### src/rtl/escaner_teclado_param.sv
// Matrix keypad scanner: one-hot column scan, press/release debounce, and a
// key-code FIFO drained by valid/ready with a sticky overflow flag.
module escaner_teclado_param #(
   parameter int unsigned ROWS            = 4,
   parameter int unsigned COLS            = 4,
   parameter int unsigned SCAN_CYCLES     = 4,
   parameter int unsigned DEBOUNCE_CYCLES = 8,
   parameter int unsigned FIFO_DEPTH      = 4,
   localparam int unsigned CODE_W         = $clog2(ROWS * COLS),
   localparam int unsigned CNT_W          = $clog2(FIFO_DEPTH + 1)
) (
   input  logic              clk_i,
   input  logic              reset_i,
   input  logic [ROWS-1:0]   filas_i,
   output logic [COLS-1:0]   columnas_o,
   output logic [CODE_W-1:0] key_code_o,
   output logic              key_valid_o,
   input  logic              key_ready_i,
   output logic [CNT_W-1:0]  fifo_count_o,
   output logic              overflow_o,
   input  logic              clear_overflow_i
);

   localparam int unsigned ROW_W   = $clog2(ROWS);
   localparam int unsigned COL_W   = $clog2(COLS);
   localparam int unsigned DWELL_W = $clog2(SCAN_CYCLES);
   localparam int unsigned DEB_W   = $clog2(DEBOUNCE_CYCLES);
   localparam int unsigned PTR_W   = $clog2(FIFO_DEPTH);

   localparam logic [DWELL_W-1:0] DwellLast = DWELL_W'(SCAN_CYCLES - 1);
   localparam logic [DEB_W-1:0]   DebLast   = DEB_W'(DEBOUNCE_CYCLES - 1);
   localparam logic [COL_W-1:0]   ColLast   = COL_W'(COLS - 1);
   localparam logic [CNT_W-1:0]   CntFull   = CNT_W'(FIFO_DEPTH);

   typedef enum logic [1:0] {StScan, StDebounce, StHeld} state_e;

   // Two-flop synchroniser; rs_q is the only view of the rows used below.
   logic [ROWS-1:0]    meta_q, meta_d;
   logic [ROWS-1:0]    rs_q, rs_d;

   state_e             state_q, state_d;
   logic [COL_W-1:0]   col_q, col_d;
   logic [ROW_W-1:0]   row_q, row_d;
   logic [DWELL_W-1:0] dwell_q, dwell_d;
   logic [DEB_W-1:0]   deb_q, deb_d;

   logic [CODE_W-1:0]  mem_q [FIFO_DEPTH];
   logic [CODE_W-1:0]  mem_d [FIFO_DEPTH];
   logic [PTR_W-1:0]   wr_ptr_q, wr_ptr_d;
   logic [PTR_W-1:0]   rd_ptr_q, rd_ptr_d;
   logic [CNT_W-1:0]   count_q, count_d;
   logic               overflow_q, overflow_d;

   logic [ROW_W-1:0]   low_row;
   logic [COL_W-1:0]   col_next;
   logic [CODE_W-1:0]  push_code;
   logic               push;
   logic               pop;
   logic               full;
   logic               do_push;

   assign meta_d = filas_i;
   assign rs_d   = meta_q;

   // Lowest-index asserted row wins when several rows are closed.
   always_comb begin
      low_row = '0;
      for (int i = ROWS - 1; i >= 0; i--) begin
         if (rs_q[i]) begin
            low_row = ROW_W'(i);
         end
      end
   end

   assign col_next  = (col_q == ColLast) ? '0 : col_q + COL_W'(1);
   assign push_code = CODE_W'(32'(row_q) * COLS + 32'(col_q));

   always_comb begin
      state_d = state_q;
      col_d   = col_q;
      row_d   = row_q;
      dwell_d = dwell_q;
      deb_d   = deb_q;
      push    = 1'b0;
      unique case (state_q)
         StScan: begin
            if (dwell_q == DwellLast) begin
               dwell_d = '0;
               if (|rs_q) begin
                  row_d   = low_row;
                  deb_d   = '0;
                  state_d = StDebounce;
               end else begin
                  col_d = col_next;
               end
            end else begin
               dwell_d = dwell_q + DWELL_W'(1);
            end
         end
         StDebounce: begin
            if (rs_q[row_q]) begin
               if (deb_q == DebLast) begin
                  push    = 1'b1;
                  deb_d   = '0;
                  state_d = StHeld;
               end else begin
                  deb_d = deb_q + DEB_W'(1);
               end
            end else begin
               deb_d   = '0;
               col_d   = col_next;
               state_d = StScan;
            end
         end
         StHeld: begin
            // Release must be seen as an unbroken run of zeros.
            if (rs_q[row_q]) begin
               deb_d = '0;
            end else if (deb_q == DebLast) begin
               deb_d   = '0;
               col_d   = col_next;
               state_d = StScan;
            end else begin
               deb_d = deb_q + DEB_W'(1);
            end
         end
         default: begin
            state_d = StScan;
         end
      endcase
   end

   always_comb begin
      columnas_o        = '0;
      columnas_o[col_q] = 1'b1;
   end

   assign pop     = (count_q != '0) && key_ready_i;
   assign full    = (count_q == CntFull);
   assign do_push = push && (!full || pop);

   always_comb begin
      mem_d    = mem_q;
      wr_ptr_d = wr_ptr_q;
      rd_ptr_d = rd_ptr_q;
      count_d  = count_q;
      if (do_push) begin
         mem_d[wr_ptr_q] = push_code;
         wr_ptr_d        = wr_ptr_q + PTR_W'(1);
      end
      if (pop) begin
         rd_ptr_d = rd_ptr_q + PTR_W'(1);
      end
      if (do_push && !pop) begin
         count_d = count_q + CNT_W'(1);
      end else if (!do_push && pop) begin
         count_d = count_q - CNT_W'(1);
      end
   end

   // A new drop in the same cycle as a clear keeps the flag set.
   always_comb begin
      overflow_d = overflow_q;
      if (clear_overflow_i) begin
         overflow_d = 1'b0;
      end
      if (push && full && !pop) begin
         overflow_d = 1'b1;
      end
   end

   always_ff @(posedge clk_i) begin
      if (reset_i) begin
         meta_q     <= '0;
         rs_q       <= '0;
         state_q    <= StScan;
         col_q      <= '0;
         row_q      <= '0;
         dwell_q    <= '0;
         deb_q      <= '0;
         mem_q      <= '{default: '0};
         wr_ptr_q   <= '0;
         rd_ptr_q   <= '0;
         count_q    <= '0;
         overflow_q <= 1'b0;
      end else begin
         meta_q     <= meta_d;
         rs_q       <= rs_d;
         state_q    <= state_d;
         col_q      <= col_d;
         row_q      <= row_d;
         dwell_q    <= dwell_d;
         deb_q      <= deb_d;
         mem_q      <= mem_d;
         wr_ptr_q   <= wr_ptr_d;
         rd_ptr_q   <= rd_ptr_d;
         count_q    <= count_d;
         overflow_q <= overflow_d;
      end
   end

   assign key_code_o   = mem_q[rd_ptr_q];
   assign key_valid_o  = (count_q != '0);
   assign fifo_count_o = count_q;
   assign overflow_o   = overflow_q;

endmodule

### config.mk
export PLATFORM = sky130hd
export DESIGN_NAME = escaner_teclado_param
export DESIGN_NICKNAME = d
export VERILOG_FILES = /design/src/rtl/escaner_teclado_param.sv
export SDC_FILE = /design/constraint.sdc
export NUM_CORES = 1
export LEC_CHECK = 0
export BUFFER_PORTS_ARGS = -buffer_cell sky130_fd_sc_hd__buf_2
export CAP_MARGIN = 20
export CORE_MARGIN = 1.5
export CORE_UTILIZATION = 35
export DETAILED_ROUTE_END_ITERATION = 10
export PLACE_DENSITY = 0.56
export SLEW_MARGIN = 20
export SYNTH_ARGS = -nofsm -noshare
export SYNTH_HDL_FRONTEND = slang
export SYNTH_SLANG_ARGS = --single-unit
### constraint.sdc
create_clock -name clk_i -period 4.5 [get_ports clk_i]
set_input_delay 0.45 -clock clk_i [delete_from_list [all_inputs] [get_ports clk_i]]
set_output_delay 0.45 -clock clk_i [all_outputs]
set_load 0.005 [all_outputs]
# ---- After elaboration in Yosys (flattened, before gate mapping)
# Cells that the tools add are included.
dict set report word_totals {
  regBits 43
  mem_bits_ro 0
  mem_count 0
  ramBits 0
  latch_bits 0
}
dict set report classes {
  n_bitwise 2
  n_div 0
  n_shift 0
  n_mul 0
  n_addsub 8
  n_eq_ne 13
  mux 42
  magnitude_cmp 6
  reduce_logical 22
}
# operator count
set op_table {}
lappend op_table {{two-way mux 2 bit} 17}
lappend op_table {{two-way mux 3 bit} 7}
lappend op_table {{bitwise mux 16 bit} 1}
lappend op_table {{two-way mux 4 bit} 3}
lappend op_table {{!= test 2 bit (second input constant)} 6}
lappend op_table {{case mux 2 bit (3 select lines)} 2}
lappend op_table {{case mux 3 bit (3 select lines)} 1}
lappend op_table {{adder 2 x 1 -> 2 bit (second input constant)} 4}
lappend op_table {{binary-select mux 4 bit (select 2 bit)} 1}
lappend op_table {{demux 4 bit (select 2 bit)} 1}
lappend op_table {{logical AND 1 bit} 8}
lappend op_table {{two-way mux 1 bit} 7}
lappend op_table {{adder 3 x 1 -> 3 bit (second input constant)} 2}
lappend op_table {{== test 2 bit (second input constant)} 3}
lappend op_table {{== test 3 bit (second input constant)} 2}
lappend op_table {{>= comparator 3 bit (second input constant)} 2}
lappend op_table {{< comparator 2 x 3 -> 1 bit (second input constant)} 2}
lappend op_table {{NOT 2 -> 3 bit} 2}
lappend op_table {{AND reduction 3 bit} 2}
lappend op_table {{AND reduction 6 bit} 1}
lappend op_table {{nonzero test 3 bit} 2}
lappend op_table {{AND reduction 5 bit} 1}
lappend op_table {{adder 4 x 2 -> 4 bit} 1}
lappend op_table {{nonzero test 2 bit} 2}
lappend op_table {{other kinds (11)} 13}

# ---- Longest topological paths before layout
# Gate-level depths: netlist of run 1.
dict set report depth {
  ltp_word 9
  depth_mapped 11
  mapped_depth_nobuf 11
}

# ---- Least setup slack after synthesis of run 1
# Ideal clock, no wire load.
dict set report synth_timing {
  path_type {reg-to-reg}
  startpoint {reg state_q[1]}
  endpoint {reg count_q[2] (netlist: fifo_count_o[2])}
  required_ps 4430
  arrival_ps 2274
  stages_incl_launch_ff 12
  period_less_slack_ps 2344
  setup_ps 70
  path_slack_ps 2156
  n_path_buf 0
  path_cell_list {dfxtp_1 > inv_1 > ha_1 > nand2_1 > o22ai_4 > and3_1 > ha_1 > inv_1 > fa_1 > xor2_1 > or3_1 > a21oi_1}
}
dict set report synth_between {
  elab_chain_cells 6
}
# item line
set synth_lines {}
lappend synth_lines {{from (decl)} 41} ;# state_e state_q, state_d;
lappend synth_lines {{from (signal assigned)} 176} ;# state_q <= StScan;
lappend synth_lines {{from (signal assigned)} 189} ;# state_q <= state_d;
lappend synth_lines {{== test 2 x 1 -> 1 bit (*)} 85} ;# unique case (state_q)
lappend synth_lines {{two-way mux 1 bit (*)} 85}
lappend synth_lines {{logical AND 1 bit (*)} 140} ;# assign do_push = push && (!full || pop);
lappend synth_lines {{net do_push} 60} ;# logic do_push;
lappend synth_lines {{zero test 1 bit} 156} ;# end else if (!do_push && pop) begin
lappend synth_lines {{logical AND 1 bit} 156}
lappend synth_lines {{nonzero test 2 bit (no line)} -}
lappend synth_lines {{to (signal assigned)} 197} ;# count_q <= count_d;
lappend synth_lines {{to (decl)} 51} ;# logic [CNT_W-1:0] count_q, count_d;
# The timed path passes the listed nets; every way through them passes the cells marked *.
# A chain may end at the register's enable or synchronous reset.

# ---- Final worst setup path of run 1
# Ends and elaborated chain as after synthesis.

==> flow_summary.ini, run 1 <==
[finish]
drive_gt1_share_pct = 15.7
n_fill_cell = 603
diodes = 0
synthToLayoutAreaGrowth_pct = 9.97
fin_nets = 272

[sta]
slew_headroom_pct = 49.0
finalHoldViolations = 0
setup_violations = 0
whs_ns = 0.363
fin_crit_ns = 2.79
rsz0062_at_grt = false
finClkSkew_ns = 0.00740
setup_tns_ns = 0
fmax_mhz = 358
worst_slew_pin_slew_ns = 0.765
finalCritPeriodShare_pct = 62.1
slew_violations = 0

[cts]
cts_max_level = 2
cts.sink_count = 43
cts_setup_buffers = 0
path_clk_slew_ns = 0.08
cts_resized = 0
cts_buffers = 5
root_buffer = clkbuf_8
clock_path_buffers = 2
cts_tree = built
insertion_delay_ns = 0.30
ctsHoldBuffers = 0

[power_and_ir_drop]
leakage_nw = 0.946
p_seq_share_pct = 50.3
p_int_mw = 0.615
comb_power_share_pct = 11.3
p_sw_mw = 0.202
clkPwrFrac_pct = 38.4
powerDensity_nw_per_um2 = 336
peakVddDrop_mv = 0.160
switching_share_pct = 24.7

[status]
status = complete, no violations

[routing]
drt-pass1-iter-count = 4
vias = 1712
wire_per_inst_microns = 13.6
ant_nets = 0
drc_errors = 0
drtIter0Drc = 170
wl_microns = 4420
via_per_inst = 5.28

[die]
ios = 21
initial_core_util_pct = 36.9
die-area_sq_um = 6800
coreArea_sq_um = 5990
die_y_microns = 82.4
rows = 28
die-width_microns = 82.4

[synthesis]
ys_async_sr_fraction_pct = 0
yosysWarnings = 0
synth_area_leaders = dfxtp_1 39%, ha_1 8.5%, mux4_2 5.1%
ys_seq_elements = 43
ys_types = 48
ys_seq_area_share_pct = 39.0
netlist.top_cell.by_area = dfxtp_1
syn_inst = 234
synth_edf_count = 0
syn_area_sq_um = 2210
synth_nets = 258
synth.avg_cell_area_sq_um = 9.44
synth_top_area_share_pct = 39.0
synth_ff_type = dfxtp_1

[worst_hold_path]
hold_class = input pin to register

[setup_path]
crit_type = register to register
crit_slowest_cell = o22ai_4
path_buf_inv = 2
crit_required_ns = 4.72
startpoint_type = register
cp_slowest_stage_delay_ns = 0.44
cpLargestDelayFamily = adder cells
cp-end-kind = register
cp_max_fo = 19
path_cells = inv_1 -> ha_1 -> nand2_1 -> o22ai_4 -> and3_1 -> ha_1 -> inv_1 -> fa_1 -> xor2_1 -> or3_1 -> a21oi_1
cp.arrival_ns = 3.01

[grt]
antenna_found_initial = 0
grt_max_degree = 43
grt_usage_pct = 14.5
grt_pass1_wl_microns = 7470
overflow = 0
grt_pass1_vias = 1530

[place]
hpwl_microns = 3170
place_congestion = 0.792
portBuffers = 20

[flow_run]
cap_violations = 0
## registers in the layout (all words and copies together) (netlist names)
signal	count
col_q	2
deb_q	3
dwell_q	2
fifo_count_o	3
mem_q	16
meta_q	4
overflow_o	1
rd_ptr_q	2
row_q	2
rs_q	4
state_q	2
wr_ptr_q	2
## final timing paths
path,cells past startpoint,start,slack (ns),endpoint
max reg2reg,11,state_q[1],1.71,fifo_count_o[2]
min reg2reg,1,meta_q[2],0.44,rs_q[2]
max,11,state_q[1],1.71,fifo_count_o[2]
min,2,filas_i[0],0.36,meta_q[0]
## cells in the mapped netlist, types with 2 or more instances
cell type,number
mux2i_2,2
clkbuf_8,2
inv_1,11
a22o_1,2
o21ai_1,5
o21ai_0,13
ha_1,15
xor2_1,4
nand2_1,6
nor3_1,3
or3_1,2
mux2i_1,4
nor2_1,17
mux4_2,5
a31oi_1,2
nand2b_1,2
o211ai_1,2
a21oi_1,18
a2111oi_0,2
clkbuf_1,5
buf_2,3
dfxtp_1,43
nand4_1,3
and3_1,6
nor2b_1,11
nand3_1,22
o21ai_2,2
buf_6,2
## layout make-up
type / count / area, sq um / share of cell area (%)
clock buffers: 6 / 82.6 / 3.40
clock inverters: 2 / 35.0 / 1.44
inverters: 12 / 45.0 / 1.85
multi-input cells: 166 / 1210 / 49.9
flip-flops and latches: 43 / 861 / 35.4
well taps: 75 / 93.8 / 3.86
repair buffers: 20 / 100 / 4.12
## layer usage
metal	track usage, %	share of wire (%)	up-vias
met4	5.76	2.2	0
li1	-	-	870
met5	0	0	-
met3	3.63	3.9	8
met1	20.3	50	802
met2	21.2	44	32
## power by group through the flow
stage                     clock network [mW]  registers, mW  logic (mW)
after CTS                              0.321          0.411      0.0931
final                                  0.313          0.411      0.0925
after global placement                     0          0.419      0.0922
after detailed placement                   0          0.420      0.0925
after global routing                   0.341          0.414       0.105
after floorplan                            0          0.414      0.0808
## per-stage QoR
step                std cells  cell area, sq um  setup WS (ns)  power (mW)  utilization [%]
floorplan                 234              2210           2.16       0.495                -
global placement          316              2310           1.86       0.512             38.6
detailed placement        316              2310           1.74       0.512             38.6
CTS                       324              2430           1.72       0.825             40.5
global route              324              2430           1.51       0.860             40.5
finish                    324              2430           1.71       0.817             40.5
## kinds of logic (layout without fill, tap and decap cells)
kind of cell,count (synthesis),in the layout,synth area share [%]
AOI/OAI and AO/OA,59,59,17.5
xor gates and xnor gates,4,4,1.59
adders and majority gates,16,16,9.41
buffers and inverters,25,40,6.18
DFF,43,43,39.0
muxes,12,12,8.67
and+or+nand+nor,75,75,17.7
## placed cells by master (no fill, tap or decap), drive strengths merged, types with 2 or more instances in the layout
| cell type | synthesis | final |
|---|---|---|
| nor2 | 17 | 17 |
| mux2i | 6 | 6 |
| nor3 | 3 | 3 |
| xor2 | 4 | 4 |
| nand2b | 2 | 2 |
| inv | 11 | 11 |
| nor2b | 11 | 11 |
| o211ai | 2 | 2 |
| nand2 | 6 | 6 |
| ha | 15 | 15 |
| clkbuf | 7 | 6 |
| a2111oi | 2 | 2 |
| nand3 | 22 | 22 |
| dfxtp | 43 | 43 |
| or3 | 2 | 2 |
| a21oi | 18 | 18 |
| a31oi | 2 | 2 |
| clkinv | 1 | 2 |
| o22ai | 2 | 2 |
| and3 | 6 | 6 |
| mux4 | 5 | 5 |
| buf | 6 | 20 |
| o21ai | 20 | 20 |
| nand4 | 3 | 3 |
| a22o | 2 | 2 |
Note: power is estimated with default switching activity, not from simulation.
==> inputs of run 2 (changes only) <==
==> constraint.sdc (replaced) <==
create_clock -name clk_i -period 2.9 [get_ports clk_i]
set_input_delay 0.29 -clock clk_i [delete_from_list [all_inputs] [get_ports clk_i]]
set_output_delay 0.29 -clock clk_i [all_outputs]
set_load 0.005 [all_outputs]
==> flow_summary.ini, run 2 (synthesis results as in run 1) <==
[finish]
top_regs = mem_q x16, meta_q x4, rs_q x4
diodes = 0
drive_gt1_share_pct = 17.0
synthToLayoutAreaGrowth_pct = 11.1
largest_reg_flops = 16
final_util_pct = 41.0
regMostFlops = mem_q
final_common_cell = dfxtp_1
layout_common_cells = 43 x dfxtp_1, 22 x nand3_1, 20 x buf_2, 18 x a21oi_1, 17 x nor2_1
fin_nets = 276

[grt]
grt_usage_pct = 15.3
grt_pass1_wl_microns = 7690
grt_pass1_vias = 1626
grt_max_degree = 27
overflow = 0
antenna_found_initial = 0

[setup_path]
cp-startpoint = row_q[1]
startpoint_type = register
endpoint = fifo_count_o[2]
cp.arrival_ns = 2.71
cp_max_fo = 8
regToRegEndpoint = fifo_count_o[2]
crit_type = register to register
reg2regPathDepth = 9
cp-end-kind = register
r2r_slack_ns = 0.44
reg2reg_from = row_q[1]
crit_required_ns = 3.14

[cts]
cts_tree = built
cts_buffers = 5
cts_resized = 0
insertion_delay_ns = 0.31
cts.sink_count = 43
ctsHoldBuffers = 0
root_buffer = clkbuf_8
cts_max_level = 2
cts_setup_buffers = 0
clock_path_buffers = 2
path_clk_slew_ns = 0.09

[sta]
setup_violations = 0
finalCritPeriodShare_pct = 84.9
fmax_mhz = 406
rsz0062_at_grt = false
finalHoldViolations = 0
worst_slew_pin_slew_ns = 0.628
setup_tns_ns = 0
fin_crit_ns = 2.46
slew_violations = 0
slew_headroom_pct = 58.1
finClkSkew_ns = 0.00726

[routing]
drtIter0Drc = 109
vias = 1754
ant_nets = 0
wire_per_inst_microns = 14.3
via_per_inst = 5.35
drt-pass1-iter-count = 4
wl_microns = 4670
drc_errors = 0

[die]
initial_core_util_pct = 36.9
ios = 21
coreArea_sq_um = 5990
die_y_microns = 82.4
die-area_sq_um = 6800
rows = 28
die-width_microns = 82.4

[power_and_ir_drop]
leakage_nw = 0.964
peakVddDrop_mv = 0.280
powerDensity_nw_per_um2 = 517

[flow_run]
cap_violations = 0

[place]
portBuffers = 20
place_congestion = 0.810
hpwl_microns = 3270

[worst_hold_path]
hold_class = input pin to register

[status]
status = complete, no violations
[run 2: per-layer routing]
| layer | routed length (microns) | GRT usage [%] | vias to the layer above |
|---|---|---|---|
| met5 | 0 | 0 | - |
| met4 | 114 | 7.80 | 0 |
| met3 | 237 | 3.30 | 9 |
| met2 | 1990 | 22.9 | 49 |
| met1 | 2330 | 20.6 | 813 |
| li1 | - | - | 883 |
[run 2: final cells by class]
type,count,area [sq um]
timing repair buffer,24,130
fill,593,3540
inverter,12,45.0
clock buffer,5,68.8
clock inverter,3,43.8
multi-input combinational,166,1210
tap,75,93.8
sequential,43,861
[run 2: metrics by stage]
| stage | power, mW | setup WS [ns] | std cells | area (sq um) | hold slack [ns] |
|---|---|---|---|---|---|
| after global placement | 0.797 | 0.517 | 320 | 2340 | 0.417 |
| after detailed placement | 0.801 | 0.478 | 320 | 2340 | 0.422 |
| final | 1.27 | 0.437 | 328 | 2450 | 0.184 |
| after floorplan | 0.768 | 0.556 | 234 | 2210 | 0.414 |
| after CTS | 1.28 | 0.440 | 328 | 2450 | 0.175 |
| after global routing | 1.33 | 0.221 | 328 | 2450 | 0.179 |
[run 2: how the worst min path moves through the flow]
stage / start / to / slack [ns] / cells past startpoint
floorplan: meta_q[0] / rs_q[0] / 0.41 / 1
global placement: meta_q[0] / rs_q[0] / 0.42 / 1
detailed placement: meta_q[0] / rs_q[0] / 0.42 / 1
CTS: filas_i[2] / meta_q[2] / 0.17 / 2
global route: filas_i[3] / meta_q[3] / 0.18 / 2
finish: filas_i[2] / meta_q[2] / 0.18 / 2
[run 2: worst max-delay path, stage by stage (launching register included)]
cell	delay, ns
dfxtp_1	0.53
mux2i_2	0.16
o22ai_4	0.19
and3_1	0.25
ha_1	0.20
inv_1	0.06
fa_1	0.37
xor2_1	0.18
or3_1	0.31
a21oi_1	0.14
[run 2: power by group]
group	total, mW	switching [mW]	internal [mW]
clock	0.481	0.224	0.257
combinational	0.150	0.0863	0.0639
sequential	0.637	0.0237	0.614
total	1.27	0.334	0.934
